`src/rtl/keypad_scanner_pkg.sv`:
```
// Shared types and constants for the 4x4 matrix keypad scanner.
package keypad_scanner_pkg;

    typedef enum logic [1:0] {
        SCAN,
        DEBOUNCE,
        HELD,
        RELEASE
    } state_e;

    localparam logic [3:0] COL_RESET = 4'b1110;

    // Indexed by {row, col}; row 3 carries the E,0,F,D layout of the pad.
    localparam logic [0:15][3:0] KEY_MAP = {
        4'h1, 4'h2, 4'h3, 4'hA,
        4'h4, 4'h5, 4'h6, 4'hB,
        4'h7, 4'h8, 4'h9, 4'hC,
        4'hE, 4'h0, 4'hF, 4'hD
    };

    function automatic logic [1:0] lowest_low(input logic [3:0] v);
        logic [1:0] idx;
        idx = 2'd3;
        if (!v[0])      idx = 2'd0;
        else if (!v[1]) idx = 2'd1;
        else if (!v[2]) idx = 2'd2;
        return idx;
    endfunction

endpackage

```
`src/rtl/keypad_scanner_decode.sv`:
```
// Combinational (row, column) to hex value lookup.
module keypad_decode
    import keypad_scanner_pkg::*;
(
    input  logic [1:0] row_i,
    input  logic [1:0] col_i,
    output logic [3:0] hex_o
);

    assign hex_o = KEY_MAP[{row_i, col_i}];

endmodule

```
`src/rtl/keypad_scanner.sv`:
```
// Column-scanning keypad controller with press/release debounce and a
// two-digit history of accepted keys.
module keypad_scanner
    import keypad_scanner_pkg::*;
#(
    parameter int SCAN_DIV  = 1000,
    parameter int DB_CYCLES = 50000
) (
    input  logic       clk,
    input  logic       reset,
    input  logic [3:0] rows,
    output logic [3:0] cols,
    output logic [3:0] key,
    output logic       key_valid,
    output logic [3:0] digit_new,
    output logic [3:0] digit_old
);

    localparam int CNT_MAX = (SCAN_DIV > DB_CYCLES) ? SCAN_DIV : DB_CYCLES;
    localparam int CNT_W   = $clog2(CNT_MAX + 1);
    localparam logic [CNT_W-1:0] SCAN_LAST = CNT_W'(SCAN_DIV - 1);
    localparam logic [CNT_W-1:0] DB_LAST   = CNT_W'(DB_CYCLES - 1);

    logic [3:0]       sync1_q, sync2_q;
    state_e           state_q, state_d;
    logic [CNT_W-1:0] cnt_q, cnt_d;
    logic [3:0]       cols_q, cols_d;
    logic [1:0]       row_q, row_d;
    logic [1:0]       col_q, col_d;
    logic [3:0]       key_q, key_d;
    logic             key_valid_q, key_valid_d;
    logic [3:0]       dnew_q, dnew_d;
    logic [3:0]       dold_q, dold_d;
    logic [3:0]       dec_hex;
    logic             latched_low;

    keypad_decode u_decode (
        .row_i (row_q),
        .col_i (col_q),
        .hex_o (dec_hex)
    );

    // Only the latched row matters once a key has been captured.
    assign latched_low = ~sync2_q[row_q];

    always_comb begin
        state_d     = state_q;
        cnt_d       = cnt_q;
        cols_d      = cols_q;
        row_d       = row_q;
        col_d       = col_q;
        key_d       = key_q;
        key_valid_d = 1'b0;
        dnew_d      = dnew_q;
        dold_d      = dold_q;
        case (state_q)
            SCAN: begin
                if (cnt_q == SCAN_LAST) begin
                    cnt_d = '0;
                    if (sync2_q != 4'hF) begin
                        row_d   = lowest_low(sync2_q);
                        col_d   = lowest_low(cols_q);
                        state_d = DEBOUNCE;
                    end else begin
                        cols_d = {cols_q[2:0], cols_q[3]};
                    end
                end else begin
                    cnt_d = cnt_q + 1'b1;
                end
            end
            DEBOUNCE: begin
                if (!latched_low) begin
                    state_d = SCAN;
                    cnt_d   = '0;
                end else if (cnt_q == DB_LAST) begin
                    key_valid_d = 1'b1;
                    key_d       = dec_hex;
                    dold_d      = dnew_q;
                    dnew_d      = dec_hex;
                    state_d     = HELD;
                    cnt_d       = '0;
                end else begin
                    cnt_d = cnt_q + 1'b1;
                end
            end
            HELD: begin
                if (!latched_low) begin
                    state_d = RELEASE;
                    cnt_d   = '0;
                end
            end
            RELEASE: begin
                if (latched_low) begin
                    state_d = HELD;
                    cnt_d   = '0;
                end else if (cnt_q == DB_LAST) begin
                    state_d = SCAN;
                    cnt_d   = '0;
                    cols_d  = {cols_q[2:0], cols_q[3]};
                end else begin
                    cnt_d = cnt_q + 1'b1;
                end
            end
            default: begin
                state_d = SCAN;
                cnt_d   = '0;
            end
        endcase
    end

    always_ff @(posedge clk or negedge reset) begin
        if (!reset) begin
            sync1_q     <= 4'hF;
            sync2_q     <= 4'hF;
            state_q     <= SCAN;
            cnt_q       <= '0;
            cols_q      <= COL_RESET;
            row_q       <= 2'd0;
            col_q       <= 2'd0;
            key_q       <= 4'h0;
            key_valid_q <= 1'b0;
            dnew_q      <= 4'h0;
            dold_q      <= 4'h0;
        end else begin
            sync1_q     <= rows;
            sync2_q     <= sync1_q;
            state_q     <= state_d;
            cnt_q       <= cnt_d;
            cols_q      <= cols_d;
            row_q       <= row_d;
            col_q       <= col_d;
            key_q       <= key_d;
            key_valid_q <= key_valid_d;
            dnew_q      <= dnew_d;
            dold_q      <= dold_d;
        end
    end

    assign cols      = cols_q;
    assign key       = key_q;
    assign key_valid = key_valid_q;
    assign digit_new = dnew_q;
    assign digit_old = dold_q;

endmodule

```
`config.mk`:
```
export PLATFORM = sky130hd
export DESIGN_NAME = keypad_scanner
export DESIGN_NICKNAME = d
export VERILOG_FILES = /design/src/rtl/keypad_scanner_pkg.sv /design/src/rtl/keypad_scanner_decode.sv /design/src/rtl/keypad_scanner.sv
export SDC_FILE = /design/constraint.sdc
export NUM_CORES = 1
export LEC_CHECK = 0
export BUFFER_PORTS_ARGS = -buffer_cell sky130_fd_sc_hd__buf_4
export CORE_AREA = 2 2 68 76
export CTS_CLUSTER_DIAMETER = 100
export CTS_CLUSTER_SIZE = 20
export DETAILED_ROUTE_END_ITERATION = 8
export DIE_AREA = 0 0 70 78
export GPL_TIMING_DRIVEN = 0
export MAX_ROUTING_LAYER = met4
export PLACE_DENSITY = 0.75
export SLEW_MARGIN = 20
export SYNTH_ARGS = -nofsm -noshare
export SYNTH_HDL_FRONTEND = slang
export SYNTH_SLANG_ARGS = --single-unit
```
`constraint.sdc`:
```
create_clock -name clk -period 5.1 [get_ports clk]
set_input_delay 0.255 -clock clk [delete_from_list [all_inputs] [get_ports clk]]
set_output_delay 0.255 -clock clk [all_outputs]
set_load 0.02 [all_outputs]
```
======== Yosys cells after proc, flatten, opt, wreduce, memory -nomap -nowiden ========
Memory sizes are Yosys's and may differ from the RTL's. A register that Yosys moved wholly into a read port is not among the register bits.
Cells that the tools add are included.
word-level totals
  register bits ........................... 39
  ROM bits ................................ 64
  input bits .............................. 6
  memories kept ........................... 1
memory list
  memory            depth  bits a word  rd ports  clocked after memory_dff  wr ports  RTL line                     text
  (name not given)  16     4            1         1                         0         keypad_scanner_decode.sv:10  assign hex_o = KEY_MAP[{row_i, col_i}];
cells by class
  $add $sub $neg .......................... 1
  $lt $le $gt $ge ......................... 1
  equal/unequal tests ..................... 14
  multiplexer cells ....................... 30
  bitwise logic cells ..................... 2
  reductions and logical operators ........ 7
operators with widths
  cell                                                                   number
  16-bit two-way mux                                                     5
  16-bit case mux with 4 select lines                                    1
  2-bit two-way mux                                                      11
  16-bit by 1-bit adder with 16-bit output (second input constant)       1
  16-bit by 10-bit == test with 1-bit output (second input constant)     1
  16-bit == test (second input constant)                                 1
  4-bit two-way mux                                                      4
  2-bit inequality test (second input constant)                          6
  5-bit AND reduction                                                    2
  2-bit case mux with 4 select lines                                     1
  4-bit case mux with 2 select lines                                     1
  1-bit two-way mux                                                      6
  3-bit inequality test (second input constant)                          2
  3-bit AND reduction                                                    2
  4-bit NOT with 5-bit output                                            1
  2-bit == test (second input constant)                                  2
  4-bit inequality test (second input constant)                          1
  2-bit by 3-bit < comparator with 1-bit output (second input constant)  1
  1-bit binary-select mux with 2-bit select                              1
  2-bit by 1-bit == test with 1-bit output (second input constant)       1
  2-bit zero test                                                        1
  2-bit nonzero test                                                     1
  1-bit zero test                                                        1
  1-bit NOT                                                              1

======== Depth between registers and ports, before layout ========
  depth after elaboration ................. 4
  mapped depth ............................ 7

======== Hierarchy ========
Synthesis repeated with hierarchy kept, for this count alone.
unflattened totals
  cells, all modules ...................... 213
  area total of the unflattened synthesis .. 2,249.7 µm²
by module, submodules not included
  module          times used  cells an instance  area each (µm²)
  keypad_scanner  1           195                2,074.5
  keypad_decode   1           18                 175.2

======== Worst setup path before layout ========
OpenSTA, ideal clock, no wires.
  path type ............................... register -> register
  start ................................... register cnt_q[0]
  end ..................................... register cnt_q[5]
  data arrival time ....................... 2.038 ns
  required time ........................... 4.977 ns
  path slack .............................. 2.939 ns
  stages on the path, launching flop included .. 8
  path buffers ............................ 1
  period minus slack after synthesis ...... 2.161 ns
  path through ............................ dfrtp_1 > ha_1 > or4bb_1 > nor4_4 > nor3_2 > a311oi_4 > buf_6 > o2bb2ai_1
on the way
  word-level cells in the longest chain between the ends .. 4
  elaborated cells on any way between the ends .. 8
  classes of those cells .................. add/sub: 1; eq/ne: 2; mux: 5
RTL lines
  item                                                                               RTL line                                    text
  from (decl)                                                                        keypad_scanner.sv:26                        logic [CNT_W-1:0] cnt_q, cnt_d;
  from (signal assigned)                                                             keypad_scanner.sv:128                       cnt_q <= cnt_d;
  16-bit by 1-bit adder with 16-bit output / 16-bit == test (equally long branches)  --
  16-bit two-way mux                                                                 keypad_scanner.sv:75, keypad_scanner.sv:96
  16-bit two-way mux (on tied branches)                                              keypad_scanner.sv:93, keypad_scanner.sv:72
  16-bit case mux with 4 select lines *                                              keypad_scanner.sv:56                        case (state_q)
Mark *: on every way between the ends. The rest lies on a longest branch, timed or not.
A chain may end at the register's enable or synchronous reset.

======== Worst setup path in the final report ========
Ends and elaborated chain as after synthesis.

==> metrics.md <==
| Metric | Value |
|---|---|
| Result of the run | completed |
| Maximum number of buffers from clock root to sink | 2 |
| Final worst slack | roughly 2.6 ns |
| Delay of the slowest cell on the worst path | 0.56 ns |
| Crit share post-route | 48.2% |
| Syn Nets | 222 |
| Post-Place Setup Slack | 2.68 ns |
| Worst-path maximum fanout | 10 |
| Cell chosen for the clock root | sky130_fd_sc_hd__clkbuf_8 |
| Number of endpoints with negative hold slack in the final report | 0 |
| CP Buf/Inv Count | 1 |
| Site Rows | 26 |
| Post-Place Cells | 288 |
| Floorplan core area | 0.00462 sq mm |
| Setup_tns | 0 ns |
| Primary FF master, synth | sky130_fd_sc_hd__dfrtp_1 |
| Maximum number of pins on one net before global-route repair | 44 |
| Max cap viols | 0 |
| Startpoint types | flop |
| Chip Height | 78 um |
| DIE AREA | 0.00546 sq mm |
| Number of remaining DRC errors | 0 |
| Final setup vio count | 0 |
| Slew of the pin with the lowest slew margin | 0.515 ns |
| Synthesized-area fraction occupied by ao, oa, aoi and oai cells | 11.1% |
| Synthesis Warnings | 0 |
| CTS resizes | 0 |
| Htree depth | 2 |
| Post-DR vias/cell | 5.42 |
| Share of synthesized area occupied by flip-flops and latches | 48.7% |
| Total length of routed wires | 4020 um |
| Mux contribution to synthesized area | under 10% |
| Share of layout cells above drive strength 1 | 28.6% |
| Register area | 0.00109 sq mm |
| Synth Area in Simple Gates | a little over a fifth |
| Max Freq | 407 MHz |
| Clock tree from TritonCTS | yes |
| Width of the chip | 70 um |
| Arrival time of the worst setup path | 2.64 ns |
| Clock insertion delay at the later pin of the skew report | between 0.2 and 0.3 ns |
| Synthesized-area fraction occupied by adder cells | 3.36% |
| Remaining global-route overflow | 0 |
| # port buffers | 22 |
| Post-synthesis xor/xnor area fraction | 3.53% |
| Area of combinational cells with multiple inputs | 0.00105 sq mm |
| Synthesized area per cell | 10.6 sq um |
| Post-Syn Instances | 210 |
| Netlist Area Pre-Place | approximately 0.0022 sq mm |
| Unique cell type count in the Yosys netlist | between 40 and 50 |
| Asr flop ratio synth | 100% |
| Main combinational cell family by area after synthesis | simple AND/OR/NAND/NOR gates |
| Hold crit path type | in -> reg |
| Lkg Pwr | ~0.0012 uW |
| DR vias | 1610 |
| CP Class | reg -> reg |
| Total half-perimeter wirelength after legalization and detailed placement | 2820 um |
| Post-layout min period | approximately 2.5 ns |
| Clock-pin slew on the worst setup and hold paths | 0.08 ns |
| Total chip power | 579 uW |
| Vias in the first global route | 1555 |
| Drt first pass iters | 4 |
| Sequence of cells on the critical path | ha_1, or4bb_1, nor4_4, nor3_2, a311oi_4, buf_6, o2bb2ai_1 |
| Unrepaired setup endpoints after global routing | no |
| Fillcell total | 407 |
| Slowest library cell on the worst path | sky130_fd_sc_hd__or4bb_1 |
| Overall fraction of global-route tracks in use | between 15 and 20% |
| Wirelength per Cell | ~14 um |
| Number of CTS-inserted buffers | 5 |
| Worst setup EP type | flop |
| Pins Over Slew Limit | 0 |
| Final net count | between 200 and 300 |
| Number of nets still failing antenna checks after routing | 0 |
| Initial antenna violation count | 0 |
| Wire length of the first global-routing pass | 6980 um |
| Number of flops mapped to enable cells by yosys | 0 |
| Post-CTS setup buffer count | 0 |
| Num ports | 23 |
| Relative area change from synthesis to final layout | 14.9% |
| Antenna cell count | 0 |
| Count of clock tree sinks | 43 |
| Data required time of the worst path | 5.28 ns |
| Post-layout instance count excluding filler cells | 297 |
| Count of state elements after synthesis | 43 |
| Starting Density | 48.4% |
| Top delay family on crit path | simple AND/OR/NAND/NOR gates |
| Initial drt markers | 84 |
| RD Place Congestion | between 0.7 and 0.8 |
| Final worst clock skew | 0.00213 ns |
| Power density relative to cell area | between 200 and 250 mW/mm^2 |
| Peak VDD IR | 0.200 mV |
| Headroom to the max-slew limit | 65.7% |
## final cells by class
class	instances	area share, %
tap	56	2.73
clock inverter	3	0.731
sequential	43	42.4
inverter	6	0.877
multi-input combinational	150	40.9
buffer	11	2.87
timing repair buffer	23	6.82
clock buffer	5	2.68
## worst register-to-register path: cells and delay by family (launching register included)
| kind | cells | cell delay [ns] |
|---|---|---|
| and+or+nand+nor | 3 | 0.98 |
| AOI/OAI and AO/OA | 2 | 0.47 |
| adders and majority gates | 1 | 0.28 |
| buffers and inverters | 1 | 0.20 |
| DFF | 1 | 0.41 |
## cell usage after synthesis, types with 3 or more instances
| master | count | area share, % |
|---|---|---|
| sky130_fd_sc_hd__nand3_1 | 9 | 2.0 |
| sky130_fd_sc_hd__xnor2_1 | 6 | 2.4 |
| sky130_fd_sc_hd__nor4_1 | 5 | 1.4 |
| sky130_fd_sc_hd__xor2_1 | 3 | 1.2 |
| sky130_fd_sc_hd__ha_1 | 6 | 3.4 |
| sky130_fd_sc_hd__and3_1 | 3 | 0.84 |
| sky130_fd_sc_hd__buf_4 | 4 | 1.3 |
| sky130_fd_sc_hd__dfrtp_1 | 32 | 36 |
| sky130_fd_sc_hd__nor2_1 | 20 | 3.4 |
| sky130_fd_sc_hd__a22o_1 | 3 | 1.2 |
| sky130_fd_sc_hd__nor3_1 | 6 | 1.3 |
| sky130_fd_sc_hd__dfstp_2 | 11 | 13 |
| sky130_fd_sc_hd__inv_1 | 6 | 1.0 |
| sky130_fd_sc_hd__o2bb2ai_1 | 3 | 1.2 |
| sky130_fd_sc_hd__a211oi_1 | 3 | 1.0 |
| sky130_fd_sc_hd__mux2_2 | 8 | 4.0 |
| sky130_fd_sc_hd__mux2i_1 | 3 | 1.3 |
| sky130_fd_sc_hd__a21oi_1 | 3 | 0.67 |
| sky130_fd_sc_hd__o21ai_0 | 17 | 3.8 |
| sky130_fd_sc_hd__nand2_1 | 20 | 3.4 |
| sky130_fd_sc_hd__nand4_1 | 6 | 1.7 |
## power by group
part | internal (uW) | switching [uW]
combinational | 5.07 | 9.20
clock | 95.7 | 120
sequential | 347 | 2.04
total | 447 | 131
## timing repair
item                       CTS  global route
hold endpoints to repair    32             0
hold buffers                 1             0
setup endpoints to repair    0             0
## final timing paths
| path | from | end | slack [ns] | depth (start not counted) |
|---|---|---|---|---|
| max | cnt_q[0] | cnt_q[5] | 2.64 | 7 |
| min | rows[3] | sync1_q[3] | 0.06 | 1 |
| max reg2reg | cnt_q[0] | cnt_q[5] | 2.64 | 7 |
| min reg2reg | sync1_q[1] | sync2_q[1] | 0.36 | 0 |
| max in group asynchronous | reset | cols[3] | 4.26 | 2 |
| min in group asynchronous | reset | cnt_q[9] | 0.48 | 2 |
## placed cells by master, fill, tap and decap left out, types with 8 or more instances in the layout
| cell type | netlist | layout |
|---|---|---|
| sky130_fd_sc_hd__nor2_1 | 20 | 20 |
| sky130_fd_sc_hd__nand3_1 | 9 | 9 |
| sky130_fd_sc_hd__nand2_1 | 20 | 20 |
| sky130_fd_sc_hd__dfrtp_1 | 32 | 32 |
| sky130_fd_sc_hd__mux2_2 | 8 | 8 |
| sky130_fd_sc_hd__dfstp_2 | 11 | 11 |
| sky130_fd_sc_hd__o21ai_0 | 17 | 17 |
| sky130_fd_sc_hd__buf_4 | 4 | 26 |
## logic make-up (layout without fill, tap and decap cells)
group,count (synthesis),count (layout)
and+or+nand+nor,85,85
DFF,43,43
AOI/OAI and AO/OA,36,36
buffers and inverters,17,48
muxes,14,14
xor gates and xnor gates,9,9
adders and majority gates,6,6
## through the flow
stage / util [%] / instance area (sq um) / hold slack [ns]
floorplan: - / 2240 / -0.0406
global placement: 53.5 / 2470 / 0.273
detailed placement: 53.5 / 2470 / 0.278
CTS: 55.6 / 2570 / 0.0522
global route: 55.6 / 2570 / 0.0457
finish: 55.6 / 2570 / 0.0630
## state kept, by name, summed over array words and instances (netlist names), named ones only
signal and flops:
digit_old 4, cnt_q 16, cols 4, sync1_q 4, key_valid 1, row_q 2
col_q 2, digit_new 4, state_q 1, sync2_q 4
## routing by layer
layer | wire length, um | global-route usage [%] | vias up
met5 | 0 | - | -
met4 | 51 | 6.73 | 0
met3 | 125 | 2.47 | 4
met2 | 1930 | 25.8 | 25
met1 | 1920 | 21.0 | 772
li1 | - | - | 809
No activity file was read; power rests on OpenSTA's default activity.
